--- config.mk ---
export PLATFORM = sky130hd
export DESIGN_NAME = piano_note_scheduler
export DESIGN_NICKNAME = d
export VERILOG_FILES = /design/src/rtl/piano_note_scheduler.sv
export SDC_FILE = /design/constraint.sdc
export NUM_CORES = 1
export LEC_CHECK = 0
export ABC_AREA = 1
export BUFFER_PORTS_ARGS = -buffer_cell sky130_fd_sc_hd__buf_2
export CORE_MARGIN = 2
export CORE_UTILIZATION = 40
export CTS_BUF_LIST = sky130_fd_sc_hd__clkbuf_8
export DETAILED_ROUTE_END_ITERATION = 10
export PLACE_DENSITY = 0.72
export SKIP_LAST_GASP = 1
export SYNTH_ARGS = -nofsm -noshare
export SYNTH_HDL_FRONTEND = slang
export SYNTH_SLANG_ARGS = --single-unit
export TNS_END_PERCENT = 20
--- constraint.sdc ---
create_clock -name clk -period 1.89 [get_ports clk]
set_input_delay 0.189 -clock clk [delete_from_list [all_inputs] [get_ports clk]]
set_output_delay 0.189 -clock clk [all_outputs]
set_load 0.05 [all_outputs]
--- src/rtl/piano_note_scheduler.sv ---
// piano_note_scheduler
// Sequencer and round-robin arbiter for the single piano tone datapath
// (ROM lookup -> fcw -> NCO). Two requesters share it: the UART-fed note
// FIFO and a one-shot live-key source. Owns note length / tempo and
// inserts a silent articulation gap after every note.
//
// Ports:
//   clk, rst_n             clock, async active-low reset
//   tempo_up, tempo_down   one-cycle pulses, halve / double note length
//   stop                   one-cycle pulse, abort the current note
//   fifo_dout, fifo_empty  FIFO read data (valid cycle after pop), empty flag
//   fifo_rd_en             FIFO pop
//   key_valid, key_addr    live-key request and its ROM address
//   key_ready              live-key accept
//   rom_address, rom_data  ROM lookup (combinational ROM)
//   fcw                    gated frequency control word to the NCO
//   busy, last_grant       status: not idle, last winner (0 FIFO, 1 key)
//   note_len               current tempo setting in cycles
//
// state | meaning
// IDLE  | arbitrate between FIFO and live key at a note boundary
// FETCH | FIFO data returning; latch it as the ROM address
// PLAY  | fcw follows the ROM for cur_len cycles
// GAP   | silent articulation gap, GAP_CYCLES long
module piano_note_scheduler #(
    parameter int unsigned CYCLES_PER_SECOND = 125_000_000,
    parameter int unsigned DEFAULT_NOTE_LEN  = CYCLES_PER_SECOND / 5,
    parameter int unsigned MIN_NOTE_LEN      = CYCLES_PER_SECOND / 40,
    parameter int unsigned MAX_NOTE_LEN      = CYCLES_PER_SECOND * 2,
    parameter int unsigned GAP_CYCLES        = CYCLES_PER_SECOND / 100,
    parameter int unsigned LEN_W             = 32
) (
    input  logic             clk,
    input  logic             rst_n,
    input  logic             tempo_up,
    input  logic             tempo_down,
    input  logic             stop,
    input  logic [7:0]       fifo_dout,
    input  logic             fifo_empty,
    output logic             fifo_rd_en,
    input  logic             key_valid,
    input  logic [7:0]       key_addr,
    output logic             key_ready,
    output logic [7:0]       rom_address,
    input  logic [23:0]      rom_data,
    output logic [23:0]      fcw,
    output logic             busy,
    output logic             last_grant,
    output logic [LEN_W-1:0] note_len
);

    typedef enum logic [1:0] {IDLE, FETCH, PLAY, GAP} state_t;
    typedef logic [LEN_W:0]   len_ext_t;
    typedef logic [LEN_W-1:0] len_t;

    localparam len_ext_t MIN_EXT     = len_ext_t'(MIN_NOTE_LEN);
    localparam len_ext_t MAX_EXT     = len_ext_t'(MAX_NOTE_LEN);
    localparam len_t     DEFAULT_LEN = len_t'(DEFAULT_NOTE_LEN);
    localparam len_t     GAP_LAST    = len_t'(GAP_CYCLES - 1);
    localparam bit       HAS_GAP     = (GAP_CYCLES != 0);

    if (MIN_NOTE_LEN > MAX_NOTE_LEN || CYCLES_PER_SECOND == 0) begin : g_param_check
        $error("piano_note_scheduler: MIN_NOTE_LEN exceeds MAX_NOTE_LEN or zero clock rate");
    end

    state_t   state, state_next;
    len_t     cur_len, counter, note_len_next;
    len_ext_t len_half, len_dbl;
    logic     fifo_req, key_req, play_done, gap_done;

    assign fifo_req  = !fifo_empty;
    assign key_req   = key_valid;
    assign play_done = (counter == cur_len - len_t'(1));
    assign gap_done  = (counter == GAP_LAST);

    assign busy = (state != IDLE);
    assign fcw  = (state == PLAY) ? rom_data : 24'd0;

    // Shifts are done one bit wider than the register so doubling near the
    // top of the range clamps instead of wrapping.
    assign len_half = {1'b0, note_len} >> 1;
    assign len_dbl  = {note_len, 1'b0};

    always_comb begin
        note_len_next = note_len;
        if (tempo_up && !tempo_down) begin
            note_len_next = (len_half < MIN_EXT) ? MIN_EXT[LEN_W-1:0] : len_half[LEN_W-1:0];
        end else if (tempo_down && !tempo_up) begin
            note_len_next = (len_dbl > MAX_EXT) ? MAX_EXT[LEN_W-1:0] : len_dbl[LEN_W-1:0];
        end
    end

    always_comb begin
        state_next = state;
        fifo_rd_en = 1'b0;
        key_ready  = 1'b0;
        case (state)
            IDLE: begin
                // On a tie the source that did not win last time is served.
                if (!stop) begin
                    if (fifo_req && (!key_req || last_grant)) begin
                        fifo_rd_en = 1'b1;
                        state_next = FETCH;
                    end else if (key_req) begin
                        key_ready  = 1'b1;
                        state_next = PLAY;
                    end
                end
            end
            FETCH: state_next = stop ? IDLE : PLAY;
            PLAY: begin
                if (stop) begin
                    state_next = IDLE;
                end else if (play_done) begin
                    state_next = HAS_GAP ? GAP : IDLE;
                end
            end
            GAP: begin
                if (stop || gap_done) begin
                    state_next = IDLE;
                end
            end
            default: state_next = IDLE;
        endcase
    end

    always_ff @(posedge clk or negedge rst_n) begin
        if (!rst_n) begin
            state <= IDLE;
        end else begin
            state <= state_next;
        end
    end

    always_ff @(posedge clk or negedge rst_n) begin
        if (!rst_n) begin
            note_len    <= DEFAULT_LEN;
            cur_len     <= DEFAULT_LEN;
            counter     <= '0;
            rom_address <= 8'd0;
            last_grant  <= 1'b1;
        end else begin
            note_len <= note_len_next;
            if (fifo_rd_en) begin
                last_grant <= 1'b0;
            end
            if (key_ready) begin
                last_grant  <= 1'b1;
                rom_address <= key_addr;
            end
            if (state == FETCH) begin
                rom_address <= fifo_dout;
            end
            // Length is frozen at note start so tempo changes hit the next note.
            if (state_next == PLAY && state != PLAY) begin
                cur_len <= note_len;
                counter <= '0;
            end else if (state_next != state) begin
                counter <= '0;
            end else if (state == PLAY || state == GAP) begin
                counter <= counter + len_t'(1);
            end
        end
    end

endmodule

==> results.ini <==
[synthesis]
synthFlopType = dfrtp_1
ys_seq_elements = 107
async_flop_share = 1.000
synth.most_common_cell = nand2_1
yosysTopAreaCell = dfrtp_1
avgSynthCellArea_sq_um = 6.814
syn-num-nets = 1149
seq_area_frac_synth = 0.3617
syn_inst = 1099
synth_cell_types = 38
synth_commonest_cells = 255 x nand2_1, 153 x inv_1, 142 x nor2_1
synthTopCellsByArea = dfrtp_1 27%, nand2_1 13%, dfstp_2 8.8%, inv_1 7.7%, nor2_1 7.1%
synth_edf_count = 0
ys_warn_count = 0
synth.top_cell.area_share = 0.2740
synth_area_sq_um = 7488

[detailed_routing]
vias = 8031
vias_per_cell = 5.001
drtPass1Iterations = 6
routed_wl_um = 22300
wl_per_cell_um = 13.89
ant_nets = 0
drc = 0
drtIter0Drc = 477

[placed_design]
gp_congestion = 0.9597
hpwl_um = 17410
pre_cts_ws_ps = -562.9
place_area_sq_um = 9543
numPortBuffers = 114

[worst_setup_path]
cp-startpoint = cur_len[3]
r2r-start = cur_len[3]
worstPathCellList = nor2_4 > nand2_2 > nor2_4 > nand3_2 > buf_6 > nor2_1 > nand2_1 > nand2_2 > nor2_1 > nand2_1 > nor2_1 > nand2_1 > nand3_2 > nand2_4 > buf_6 > nand4_1 > nand2_1
path_depth = 17
crit_family = simple AND/OR/NAND/NOR gates
crit_path_end_kind = flop
cp.buffers_inverters = 2
max_stage_delay_ps = 480
startpoint_type = flop
cpMostUsedCell = nand2_1
worstPathMaxFanout = 8
path_class = reg -> reg
critPathRequiredTime_ps = 2230
critPathSlowestCell = dfrtp_2
ff2ff_path_depth = 17
critPathArrivalTime_ps = 2700

[clock_tree]
clock-sinks = 107
clkLatencyLatePin_ps = 400
path_clk_slew_ps = 110
cts_buffers = 9
cts-root-buf = clkbuf_8
cts_max_level = 3
clockBufferDepth = 2
tritoncts = done

[timing]
fin_skew_ps = 13.85
rsz0062_at_grt = yes
relSlewSlack = 0.6574
maxSlewViolCount = 0
worst_pin_slew_ps = 509.2
min_period_over_period = 1.249
fmax_ghz = 0.4237
fin_ws_ps = -470.1
setup_viol = 93
hold_violations = 0
period_needed_ps = 2360

[global_route]
grt_pass1_vias = 7722
grt_util_met2 = 0.4003
antenna_found_initial = 0
grt_max_degree = 65
grt_usage = 0.2277
grt_use_met1 = 0.2854
grt_overflow = 0
grt_use_met3 = 0.03397
grt_pass1_wl_um = 36450
grt.busiest_layer = met2

[floorplan]
rows = 50
boundaryPins = 115
core_area_sq_um = 18520
die_h_um = 140.8
fp.dieW_um = 140.8
dieArea_sq_um = 19830
initial_utilization = 0.4044

[pwr]
p_total_w = 0.01156
ir_worst_vdd_mv = 0.8395
leakagePower_nw = 5.217
powerDensity_nw_per_um2 = 1165

[cells_and_area]
drive_gt1_frac = 0.2915
final_area_sq_um = 9915
multi_input_area_sq_um = 4024
num-fill-cells = 1823
nets = 1417
diodes = 0
register_area_sq_um = 2713
area_growth_pct = 32.40

[hold_path]
whs_path_depth = 3
hp-start = key_addr[2]
hp-class = in -> reg

[job]
drv_cap = 0

[run_status]
failed_checks = negative setup slack
run_status = finished, violations left

[power breakdown]
| group | total [W] | internal [W] | switching [W] |
|---|---|---|---|
| combinational | 0.00659 | 0.00246 | 0.00413 |
| clock | 0.00139 | 0.000506 | 0.000888 |
| sequential | 0.00358 | 0.00300 | 0.000575 |
[through the flow]
step	utilization	cells	TNS (ps)	hold slack (ps)
after floorplan	-	1099	-15140	-106.6
after global placement	0.5153	1577	-19760	120.8
after detailed placement	0.5153	1577	-22920	135.4
after CTS	0.5336	1603	-20080	21.87
after global routing	0.5354	1606	-37580	33.48
final	0.5354	1606	-22060	31.30
[worst register-to-register path, delay by kind of cell, from the launching register on]
family	cells	cell delay, ps
and+or+nand+nor	15	1550
DFF	1	480
buffers and inverters	2	280
[routing by layer]
layer	up-vias	routed length [um]
met5	-	0
met2	259	10720
met1	3658	9773
met4	0	570
li1	4073	-
met3	41	1236
[state kept, by name, indices dropped and copies added, names as in the netlist]
name / flops
cur_len: 32
note_len: 32
rom_address: 8
state: 2
last_grant: 1
counter: 32
[layout make-up]
type / count / share of cell area
Multi-Input combinational cell: 787 / 0.4059
Tap cell: 234 / 0.02953
Clock inverter: 7 / 0.006058
Timing Repair Buffer: 304 / 0.2126
Clock buffer: 9 / 0.01249
Inverter: 158 / 0.05982
Sequential cell: 107 / 0.2736
[what timing repair did]
item | in CTS | in global routing
resized for setup | 23 | 5
buffers inserted | 9 | 3
hold buffers | 1 | 0
pin swaps | 7 | 3
endpoints found under the setup margin | 93 | 103
hold endpoints to repair | 20 | 0
[final timing paths]
path	endpoint	slack (ps)
max in group asynchronous	cur_len[11]	1000
worst max register to register	counter[4]	-470
worst min-delay path	rom_address[2]	30
worst max-delay path	counter[4]	-470
min in group asynchronous	counter[28]	240
worst min register to register	cur_len[14]	510
[layout by cell type (no fill, tap or decap), drive strengths merged, types with 13 or more instances in the layout]
cell type	instances
xnor2	13
nor3	31
inv	160
dfstp	25
nand2	265
nor2	155
xor2	49
buf	303
o21ai	64
a31oi	21
nand4	51
nand3	100
dfrtp	82
[cells by family after synthesis]
group                      after synthesis  share of synthesized area
and+or+nand+nor                        621                     0.3736
DFF                                    107                     0.3617
AOI/OAI and AO/OA                      101                    0.07469
adders and majority gates                3                   0.005013
xor gates and xnor gates                62                    0.07251
buffers and inverters                  205                     0.1124
(Power assumes the default switching activity.)
